--- config.mk ---
export PLATFORM = sky130hd
export DESIGN_NAME = controle_jogo_rodadas_flat
export DESIGN_NICKNAME = d
export VERILOG_FILES = /design/src/rtl/controle_jogo_rodadas_pkg.sv /design/src/rtl/controle_jogo_rodadas_if.sv /design/src/rtl/controle_jogo_rodadas_contador_timeout.sv /design/src/rtl/controle_jogo_rodadas.sv /design/src/flat_wrapper.sv
export SDC_FILE = /design/constraint.sdc
export NUM_CORES = 1
export LEC_CHECK = 0
export BUFFER_PORTS_ARGS = -buffer_cell sky130_fd_sc_hd__buf_2
export CAP_MARGIN = 5
export CELL_PAD_IN_SITES_DETAIL_PLACEMENT = 1
export CELL_PAD_IN_SITES_GLOBAL_PLACEMENT = 1
export CORE_MARGIN = 5
export CORE_UTILIZATION = 28
export DETAILED_ROUTE_END_ITERATION = 8
export PLACE_DENSITY_LB_ADDON = 0.12
export RECOVER_POWER = 50
export SLEW_MARGIN = 15
export SYNTH_ARGS = -nofsm -noshare
export SYNTH_HDL_FRONTEND = slang
export SYNTH_SLANG_ARGS = --single-unit
--- constraint.sdc ---
create_clock -name clock -period 1.4 [get_ports clock]
set_clock_uncertainty 0.05 [all_clocks]
set_input_delay 0.21 -clock clock [delete_from_list [all_inputs] [get_ports clock]]
set_output_delay 0.21 -clock clock [all_outputs]
set_load 0.03 [all_outputs]
--- src/rtl/controle_jogo_rodadas_pkg.sv ---
// rtl/controle_jogo_rodadas_pkg.sv - state encoding and default sizing for the game round controller
package controle_jogo_rodadas_pkg;

  localparam int TIMEOUT_CICLOS_PADRAO  = 3000;
  localparam int RODADAS_FACIL_PADRAO   = 8;
  localparam int RODADAS_DIFICIL_PADRAO = 16;

  typedef enum logic [3:0] {
    INICIAL        = 4'd0,
    PREPARACAO     = 4'd1,
    INICIA_RODADA  = 4'd2,
    ESPERA_JOGADA  = 4'd3,
    REGISTRA       = 4'd4,
    COMPARA        = 4'd5,
    PROXIMA_JOGADA = 4'd6,
    PROXIMA_RODADA = 4'd7,
    FIM_ACERTO     = 4'd8,
    FIM_ERRO       = 4'd9,
    FIM_TIMEOUT    = 4'd10
  } estado_t;

endpackage

--- src/rtl/controle_jogo_rodadas_if.sv ---
// rtl/controle_jogo_rodadas_if.sv - control/status bundle between the round controller and the datapath
interface controle_jogo_rodadas_if;

  logic       jogada_feita;
  logic       igual;
  logic       fim_rodada;
  logic [3:0] limite;
  logic       zeraE;
  logic       contaE;
  logic       zeraL;
  logic       contaL;
  logic       zeraR;
  logic       registraR;

  modport master (
    output zeraE, contaE, zeraL, contaL, zeraR, registraR,
    input  jogada_feita, igual, fim_rodada, limite
  );

  modport slave (
    input  zeraE, contaE, zeraL, contaL, zeraR, registraR,
    output jogada_feita, igual, fim_rodada, limite
  );

endinterface

--- src/rtl/controle_jogo_rodadas_contador_timeout.sv ---
// rtl/controle_jogo_rodadas_contador_timeout.sv - modulo-N counter with clear, enable and terminal-count pulse
module contador_timeout #(
  parameter int MODULO = 3000
) (
  input  logic clock,
  input  logic reset,
  input  logic zera,
  input  logic conta,
  output logic fim
);

  localparam int W = (MODULO > 1) ? $clog2(MODULO) : 1;
  localparam logic [W-1:0] ULTIMO = W'(MODULO - 1);

  logic [W-1:0] valor;

  always_ff @(posedge clock) begin
    if (!reset || zera) begin
      valor <= '0;
    end else if (conta) begin
      valor <= (valor == ULTIMO) ? '0 : valor + 1'b1;
    end
  end

  // Pulse only on the enabled cycle that reaches the last count
  assign fim = conta && (valor == ULTIMO);

endmodule

--- src/rtl/controle_jogo_rodadas.sv ---
// rtl/controle_jogo_rodadas.sv - Moore control unit for the memory-sequence game; CONTROLE_JOGO_TIMEOUT_EN enables the per-play timeout
module controle_jogo_rodadas
  import controle_jogo_rodadas_pkg::*;
#(
`ifdef CONTROLE_JOGO_TIMEOUT_EN
  parameter int TIMEOUT_CICLOS  = TIMEOUT_CICLOS_PADRAO,
`endif
  parameter int RODADAS_FACIL   = RODADAS_FACIL_PADRAO,
  parameter int RODADAS_DIFICIL = RODADAS_DIFICIL_PADRAO
) (
  input  logic                          clock,
  input  logic                          reset,
  input  logic                          iniciar,
  input  logic                          sel_nivel,
  controle_jogo_rodadas_if.master       dp,
  output logic                          pronto,
  output logic                          acertou,
  output logic                          errou,
  output logic                          timeout,
  output logic [3:0]                    db_estado
);

  localparam logic [3:0] ULTIMA_FACIL   = 4'(RODADAS_FACIL - 1);
  localparam logic [3:0] ULTIMA_DIFICIL = 4'(RODADAS_DIFICIL - 1);

  estado_t estado, proximo;
  logic    nivel_reg;
  logic    ultima;
  logic    fim_tempo;

  always_ff @(posedge clock) begin
    if (!reset) begin
      estado    <= INICIAL;
      nivel_reg <= 1'b0;
    end else begin
      estado <= proximo;
      if (estado == PREPARACAO) nivel_reg <= sel_nivel;
    end
  end

  assign ultima = (dp.limite == (nivel_reg ? ULTIMA_DIFICIL : ULTIMA_FACIL));

`ifdef CONTROLE_JOGO_TIMEOUT_EN
  // Clearing outside ESPERA_JOGADA restarts the budget on every new play
  contador_timeout #(.MODULO(TIMEOUT_CICLOS)) u_contador_timeout (
    .clock (clock),
    .reset (reset),
    .zera  (estado != ESPERA_JOGADA),
    .conta (estado == ESPERA_JOGADA),
    .fim   (fim_tempo)
  );
`else
  assign fim_tempo = 1'b0;
`endif

  always_comb begin
    proximo = INICIAL;
    case (estado)
      INICIAL:        proximo = iniciar ? PREPARACAO : INICIAL;
      PREPARACAO:     proximo = INICIA_RODADA;
      INICIA_RODADA:  proximo = ESPERA_JOGADA;
      ESPERA_JOGADA: begin
        if (dp.jogada_feita)   proximo = REGISTRA;
        else if (fim_tempo)    proximo = FIM_TIMEOUT;
        else                   proximo = ESPERA_JOGADA;
      end
      REGISTRA:       proximo = COMPARA;
      COMPARA: begin
        if (!dp.igual)           proximo = FIM_ERRO;
        else if (!dp.fim_rodada) proximo = PROXIMA_JOGADA;
        else if (!ultima)        proximo = PROXIMA_RODADA;
        else                     proximo = FIM_ACERTO;
      end
      PROXIMA_JOGADA: proximo = ESPERA_JOGADA;
      PROXIMA_RODADA: proximo = INICIA_RODADA;
      FIM_ACERTO:     proximo = iniciar ? PREPARACAO : FIM_ACERTO;
      FIM_ERRO:       proximo = iniciar ? PREPARACAO : FIM_ERRO;
`ifdef CONTROLE_JOGO_TIMEOUT_EN
      FIM_TIMEOUT:    proximo = iniciar ? PREPARACAO : FIM_TIMEOUT;
`endif
      default:        proximo = INICIAL;
    endcase
  end

  always_comb begin
    dp.zeraE     = 1'b0;
    dp.contaE    = 1'b0;
    dp.zeraL     = 1'b0;
    dp.contaL    = 1'b0;
    dp.zeraR     = 1'b0;
    dp.registraR = 1'b0;
    pronto       = 1'b0;
    acertou      = 1'b0;
    errou        = 1'b0;
    timeout      = 1'b0;
    case (estado)
      PREPARACAO: begin
        dp.zeraE = 1'b1;
        dp.zeraL = 1'b1;
        dp.zeraR = 1'b1;
      end
      INICIA_RODADA:  dp.zeraE     = 1'b1;
      REGISTRA:       dp.registraR = 1'b1;
      PROXIMA_JOGADA: dp.contaE    = 1'b1;
      PROXIMA_RODADA: dp.contaL    = 1'b1;
      FIM_ACERTO: begin
        pronto  = 1'b1;
        acertou = 1'b1;
      end
      FIM_ERRO: begin
        pronto = 1'b1;
        errou  = 1'b1;
      end
`ifdef CONTROLE_JOGO_TIMEOUT_EN
      FIM_TIMEOUT: begin
        pronto  = 1'b1;
        timeout = 1'b1;
      end
`endif
      default: ;
    endcase
  end

  assign db_estado = estado;

endmodule

--- src/flat_wrapper.sv ---
// flat-port wrapper written by rule: the top's interface ports become plain ports
module controle_jogo_rodadas_flat import controle_jogo_rodadas_pkg::*;
#(

  parameter int RODADAS_FACIL   = RODADAS_FACIL_PADRAO,
  parameter int RODADAS_DIFICIL = RODADAS_DIFICIL_PADRAO
)
  (clock, reset, iniciar, sel_nivel, pronto, acertou, errou, timeout, db_estado, dp_zeraE, dp_contaE, dp_zeraL, dp_contaL, dp_zeraR, dp_registraR, dp_jogada_feita, dp_igual, dp_fim_rodada, dp_limite);
  controle_jogo_rodadas_if dp_i ();
  input  logic clock;
  input  logic reset;
  input  logic iniciar;
  input  logic sel_nivel;
  output logic pronto;
  output logic acertou;
  output logic errou;
  output logic timeout;
  output logic [3:0] db_estado;
  output wire logic [$bits(dp_i.zeraE)-1:0] dp_zeraE;
  output wire logic [$bits(dp_i.contaE)-1:0] dp_contaE;
  output wire logic [$bits(dp_i.zeraL)-1:0] dp_zeraL;
  output wire logic [$bits(dp_i.contaL)-1:0] dp_contaL;
  output wire logic [$bits(dp_i.zeraR)-1:0] dp_zeraR;
  output wire logic [$bits(dp_i.registraR)-1:0] dp_registraR;
  input wire logic [$bits(dp_i.jogada_feita)-1:0] dp_jogada_feita;
  input wire logic [$bits(dp_i.igual)-1:0] dp_igual;
  input wire logic [$bits(dp_i.fim_rodada)-1:0] dp_fim_rodada;
  input wire logic [$bits(dp_i.limite)-1:0] dp_limite;
  assign dp_zeraE = dp_i.zeraE;
  assign dp_contaE = dp_i.contaE;
  assign dp_zeraL = dp_i.zeraL;
  assign dp_contaL = dp_i.contaL;
  assign dp_zeraR = dp_i.zeraR;
  assign dp_registraR = dp_i.registraR;
  assign dp_i.jogada_feita = dp_jogada_feita;
  assign dp_i.igual = dp_igual;
  assign dp_i.fim_rodada = dp_fim_rodada;
  assign dp_i.limite = dp_limite;
  controle_jogo_rodadas #(.RODADAS_FACIL(RODADAS_FACIL), .RODADAS_DIFICIL(RODADAS_DIFICIL)) u_core (.clock(clock), .reset(reset), .iniciar(iniciar), .sel_nivel(sel_nivel), .dp(dp_i), .pronto(pronto), .acertou(acertou), .errou(errou), .timeout(timeout), .db_estado(db_estado));
endmodule
**After elaboration in Yosys (flattened, before gate mapping)**

Index checks and enable logic that the tools add are counted.

- RAM bits: 0
- Memories kept: 0
- Input bits: 11
- Register bits: 5
- Latch bits: 0
- Bits in read-only memories: 0

- Reductions and logical operators: 5
- Magnitude comparators: 0
- Shift operators: 0
- Multiplexer cells: 17
- $add $sub $neg: 0
- Bitwise operators: 0
- Equal/unequal tests: 10
- Multiply operators: 0
- Div/mod/pow operators: 0

Operator list:

| kind | count |
|---|---|
| 4-bit case mux with 8 select lines | 1 |
| 4-bit 2-to-1 mux | 6 |
| 4-bit by 3-bit == test with 1-bit output (second input constant) | 4 |
| 1-bit 2-to-1 mux | 9 |
| 4-bit by 2-bit == test with 1-bit output (second input constant) | 2 |
| 4-bit == test (second input constant) | 2 |
| 2-bit OR reduction | 4 |
| 4-bit by 1-bit == test with 1-bit output (second input constant) | 1 |
| 4-bit == test | 1 |
| 4-bit logical NOT | 1 |
| 3-bit 2-to-1 mux | 1 |

**Logic depth before layout (Yosys ltp)**

Gate-level depths: netlist of the first run.

- Word-level depth: 6
- Mapped depth: 5

**Least setup slack after synthesis of the first run**

OpenSTA, ideal clock, no wires.

- Kind: flip-flop to output port
- From: register u_core.estado[1] (netlist: u_core.db_estado[1])
- To: output port dp_zeraE
- Cell stages (with the launch flop): 4
- Slack: -0.349 ns
- Path buffers: 1
- Data arrival time: 1.489 ns
- Path through: dfxtp_1 > buf_6 > xnor2_1 > nor3_1

- Cells in the longest elaborated chain, start to end: 3
- Elaborated cells between the ends (all ways): 4
- Classes of those cells: eq/ne (2); mux (1); reduce/logical (1)

RTL lines:

| item | line | source |
|---|---|---|
| from (decl) | controle_jogo_rodadas.sv:26 | `estado_t estado, proximo;` |
| from (signal assigned) | controle_jogo_rodadas.sv:36 | `estado <= proximo;` |
| 4-bit by 2-bit == test with 1-bit output or 4-bit by 1-bit == test with 1-bit output (tied branches) | controle_jogo_rodadas.sv:96 | `case (estado)` |
| 2-bit OR reduction (no line) * | n/a |  |
| 1-bit 2-to-1 mux * | controle_jogo_rodadas.sv:96 |  |
| to (decl) | flat_wrapper.sv:19 | `output wire logic [$bits(dp_i.zeraE)-1:0] dp_zeraE;` |

Every way passes the cells marked *; elsewhere a longest branch is shown, timed or not.

**Final worst setup path of the first run**

- From: register u_core.estado[1] (netlist: u_core.db_estado[1])
- To: output port dp_zeraL

- Cells in the longest elaborated chain, start to end: 2

RTL lines:

| item | line | source |
|---|---|---|
| 4-bit by 1-bit == test with 1-bit output | controle_jogo_rodadas.sv:96 |  |
| 1-bit 2-to-1 mux | controle_jogo_rodadas.sv:96 |  |
| to (decl) | flat_wrapper.sv:21 | `output wire logic [$bits(dp_i.zeraL)-1:0] dp_zeraL;` |

No other way between the ends.

==> impl_metrics.ini, run 1 <==
[worst_setup_path]
r2r_slack_ns = 0.05
r2r_end = u_core.db_estado[2]
cpMaxStageDelayCell = dfxtp_4
critPathArrivalTime_ns = 1.17
worstPathMaxFanout = 7
critPathLaunch = u_core.db_estado[1]
crit_family = flip-flops
worst-setup-path-type = flop to output pin
critPathCaptureType = output pin
reg2reg_depth = 6
startpoint_type = flop
cp_cell_sequence = buf_12 -> nor3b_4 -> buf_6
r2r_start = u_core.db_estado[2]
crit_buf_inv = 2
crit_required_ns = 1.14
critPathMaxStageDelay_ns = 0.38

[synthesis]
synth_area_um2 = 440
yosysSeqAreaShare_pct = 22.7
avgSynthCellArea_um2 = 8.31
yosysWarnings = 0
syn_nets = 64
ys_ff_latch = 5
ys_types = 32
synthCells = 53

[power_and_ir_drop]
leakagePower_uw = 0.000337
p_total_uw = 593
power_density_nw_per_um2 = 822
vdd_drop_max_mv = 0.395

[floorplan]
std_cell_rows = 14
fp.dieH_um = 49.7
start_util_pct = 29.2
dieWidth_um = 49.7
dieArea_um2 = 2470
ioPinCount = 25
fp.coreArea_um2 = 1510

[grt]
grt_first_pass_wirelength_mm = 2.10
gr-total-overflow = 0
grtUsageTotal_pct = 10.9
grt_pass1_vias = 485
grt_max_degree = 14
grt_antenna_before_repair = 0

[hold_path]
hold_path_startpoint = reset
hold_path_end = u_core.nivel_reg
hp-class = input pin to flop
hold_depth = 2

[clock_network]
cts_hold_buf = 0
clk_pin_slew_ns = 0.05
clk_latency_ns = 0.24
cts_buffer_depth = 2
cts-root-buf = clkbuf_4
cts_made_buffers = 3
cts_sinks = 5
cts_tree = built
cts-htree-levels = 1

[status]
violations = negative setup slack
status = finished, violations left

[final_layout]
syn_to_final_growth_pct = 63.9
diodes = 0
drive_above_1_share_pct = 64.3
final_common_cell = buf_2
fin_cells = 100
final_cell_mix = buf_2, buf_4, buf_6
n_fill_cell = 182
largest_reg_flops = 4
final_nets = 96

[drt]
drc = 0
routed-via-count = 496
routed_via_density = 4.96
drt_pass1_iterations = 4
ant_nets = 0
post_drt_wl_per_cell_um = 12.6
drt_iter0_markers = 6
wl_mm = 1.26

[sta]
setup_viol = 3
rsz0062_at_grt = yes
finalHoldViolCount = 0
hold_slack_ns = 0.155
fmax_mhz = 697
fin_crit_ns = 1.43
tns_ns = -0.0836
fin_crit_sh_pct = 102
fin_ws_ns = -0.0349
drv_slew = 0

[placement]
dp_hpwl_um = 891
place_congestion = 0.681
post-place-ws_ns = 0.0509
port_buffers = 23
placed_cells = 88

[run]
drv_cap = 0
[layout make-up]
class | instances | area (um2) | area share (%)
sequential | 5 | 115 | 15.9
clock buffer | 4 | 26.3 | 3.64
timing repair buffer | 33 | 245 | 34.0
inverter | 2 | 7.51 | 1.04
multi-input combinational | 40 | 308 | 42.6
tap | 16 | 20.0 | 2.77
[logic make-up after synthesis]
logic type	synth area share, %
XOR/XNOR	3.98
other	0.851
buffers and inverters	14.5
AO/OA/AOI/OAI	23.3
flip-flops	22.7
multiplexers	2.27
AND/OR/NAND/NOR	32.4
[layer usage]
layer  routed length, um  share of wire, %  track usage, %
met1                 554                44            12.6
met2                 598                47            16.7
met3                  92               7.3            3.92
met4                  16               1.3            6.55
met5                   0                 0               0
[through the flow]
step,util (%),cell area [um2]
3_5_place_dp,37.4,563
6_report,47.9,722
3_3_place_gp,37.4,563
2_1_floorplan,-,460
4_1_cts,44.5,671
5_1_grt,47.9,722
[worst register-to-register path, delay by kind of cell (launching register included)]
| kind | cells | cell delay (ns) |
|---|---|---|
| flip-flops | 1 | 0.36 |
| AND/OR/NAND/NOR | 2 | 0.27 |
| buffers and inverters | 2 | 0.27 |
| AO/OA/AOI/OAI | 2 | 0.28 |
[how the worst max path moves through the flow]
stage / to / slack, ns / cells past startpoint
floorplan: dp_zeraR / -0.17 / 4
global placement: u_core.db_estado[2] / 0.07 / 4
detailed placement: u_core.db_estado[2] / 0.05 / 4
CTS: dp_zeraL / -0.03 / 3
global route: dp_zeraL / -0.11 / 3
finish: dp_zeraL / -0.03 / 3
[timing repair]
| item | 4_1_cts | 5_1_grt |
|---|---|---|
| pin swaps | 1 | 2 |
| gates resized for setup | 15 | 12 |
| endpoints found under the setup margin | 9 | 13 |
| endpoints found under the hold margin | 0 | 0 |
| buffers inserted | 6 | 2 |
[Yosys cell counts (all sizes together)]
cell type	count	share of area (%)
nor2	6	5.1
buf	5	9.7
dfxtp	5	23
a21oi	3	4.3
nand2	3	2.6
nor2b	3	6.0
o21ai	3	3.4
and3	2	3.4
inv	2	1.7
nand4	2	2.8
nor3	2	2.3
nor3b	2	6.0
a2bb2oi	1	2.0
a31oi	1	1.4
a32oi	1	2.0
and2	1	1.4
and4bb	1	2.8
clkbuf	1	3.1
conb	1	0.85
mux2i	1	2.3
o211ai	1	1.7
o21a	1	1.7
o21ba	1	2.3
o221ai	1	2.0
o32a	1	2.6
xnor2	1	2.0
xor2	1	2.0
[where the power goes]
part | switching, uW | internal [uW] | leakage (uW)
clock network | 62.5 | 108 | 0.0000150
registers | 17.9 | 151 | 0.0000437
logic | 128 | 126 | 0.000278
No activity file was read; power rests on OpenSTA's default activity.
==> run 2: changes to the inputs <==
CORE_UTILIZATION = 25   (was 28)
clock period = 1.2 ns   (was 1.4 ns; I/O delays follow)
==> impl_metrics.ini, run 2 (synthesized netlist as in run 1, its figures left out) <==
[worst_setup_path]
critPathMaxStageDelay_ns = 0.36
crit_family = simple AND/OR/NAND/NOR gates
worst-setup-path-type = flop to output pin
critPathCaptureType = output pin
cp_cell_sequence = nor2b_4 -> nor3b_4 -> buf_6
crit_required_ns = 0.97
startpoint_type = flop
worstPathMaxFanout = 3
cpMaxStageDelayCell = dfxtp_4
crit_buf_inv = 1
critPathArrivalTime_ns = 1.18

[power_and_ir_drop]
power_density_nw_per_um2 = 906
leakagePower_uw = 0.000379
p_total_uw = 748
vdd_drop_max_mv = 0.582

[floorplan]
ioPinCount = 25
dieArea_um2 = 2700
start_util_pct = 25.8
dieWidth_um = 52.0
std_cell_rows = 15
fp.dieH_um = 52.0
fp.coreArea_um2 = 1710

[status]
violations = negative setup slack
status = finished, violations left

[final_layout]
register_area_um2 = 115
n_fill_cell = 205
final_common_cell = buf_4
final_nets = 101
diodes = 0
multi_input_area_um2 = 328
final_cell_mix = buf_4, buf_2, buf_6
syn_to_final_growth_pct = 87.5
drive_above_1_share_pct = 66.3
largest_reg_flops = 4
fin_util_pct = 48.4

[hold_path]
hp-class = input pin to flop

[grt]
grt_antenna_before_repair = 0
gr-total-overflow = 0
grt_first_pass_wirelength_mm = 2.23
grt_max_degree = 12
grtUsageTotal_pct = 11.0
grt_pass1_vias = 546

[clock_network]
cts-root-buf = clkbuf_4
cts_made_buffers = 3
cts_tree = built
clk_latency_ns = 0.24
cts-htree-levels = 1
clk_pin_slew_ns = 0.04
cts_sinks = 5
cts_buffer_depth = 2

[sta]
drv_slew = 0
fin_crit_ns = 1.41
fin_ws_ns = -0.210
fmax_mhz = 709
rsz0062_at_grt = yes
finalHoldViolCount = 0
fin_crit_sh_pct = 117
hold_slack_ns = 0.142
setup_viol = 14

[drt]
post_drt_wl_per_cell_um = 11.7
top_layer_used = met4
drc = 0
wl_met3_um = 59
drt_pass1_iterations = 3
met1_length_um = 581
routed-via-count = 518
wl_mm = 1.34
met2_length_um = 683
drt_iter0_markers = 5
routed_via_density = 4.54
ant_nets = 0

[run]
drv_cap = 0

[placement]
dp_hpwl_mm = 1.02
place_congestion = 0.653
port_buffers = 23
==> run 2: cell types whose count changed in the layout (fill, tap and decap cells not counted), sizes merged <==
cell / change
clkbuf: -3
buf: +8
==> run 2: metrics by stage <==
step                cell area [um2]  instances  setup TNS (ns)  worst slack, ns
global placement                633        103         -0.0300          -0.0209
detailed placement              633        103         -0.0719          -0.0182
global route                    826        114           -2.80           -0.285
CTS                             805        112           -1.57           -0.206
floorplan                       464         53           -1.37           -0.344
finish                          826        114           -1.58           -0.210
==> run 2: final timing paths <==
| check | startpoint | end | slack (ns) | cells after the start |
|---|---|---|---|---|
| setup / recovery | u_core.db_estado[0] | dp_zeraR | -0.21 | 3 |
| hold / removal | reset | u_core.nivel_reg | 0.14 | 2 |
| setup reg to reg | u_core.db_estado[0] | u_core.nivel_reg | -0.11 | 5 |
| hold reg to reg | u_core.nivel_reg | u_core.nivel_reg | 0.49 | 2 |
==> run 2: worst register-to-register path, cell delays in order, from the launching register on <==
cell	delay, ns
dfxtp_4	0.36
nor2b_4	0.15
nor3b_4	0.26
buf_4	0.16
mux2i_1	0.16
nor2b_1	0.06
==> run 2: where the power goes <==
part           internal [uW]  leakage (uW)  switching, uW
logic                    196      0.000321            166
clock network            125     0.0000150           64.7
registers                177     0.0000437           19.7
total                    498      0.000379            250
==> run 2: layout make-up <==
cell class              count  share of cell area (%)
multi-input cells          40                    39.7
repair buffers             38                    38.5
flip-flops and latches      5                    13.9
well taps                  25                    3.79
clock buffers               4                    3.18
inverters                   2                   0.909
==> run 2: timing repair <==
action	4_1_cts	5_1_grt
hold buffers	0	0
pin swaps	5	3
cloned	0	0
setup buffers	5	2
setup endpoints to repair	11	15
resized for setup	30	1
==> run 2: routing by layer <==
layer	vias to the layer above	GRT usage (%)
li1	257	-
met1	246	13.1
met2	13	19.0
met3	2	1.72
met4	0	5.24
met5	-	0
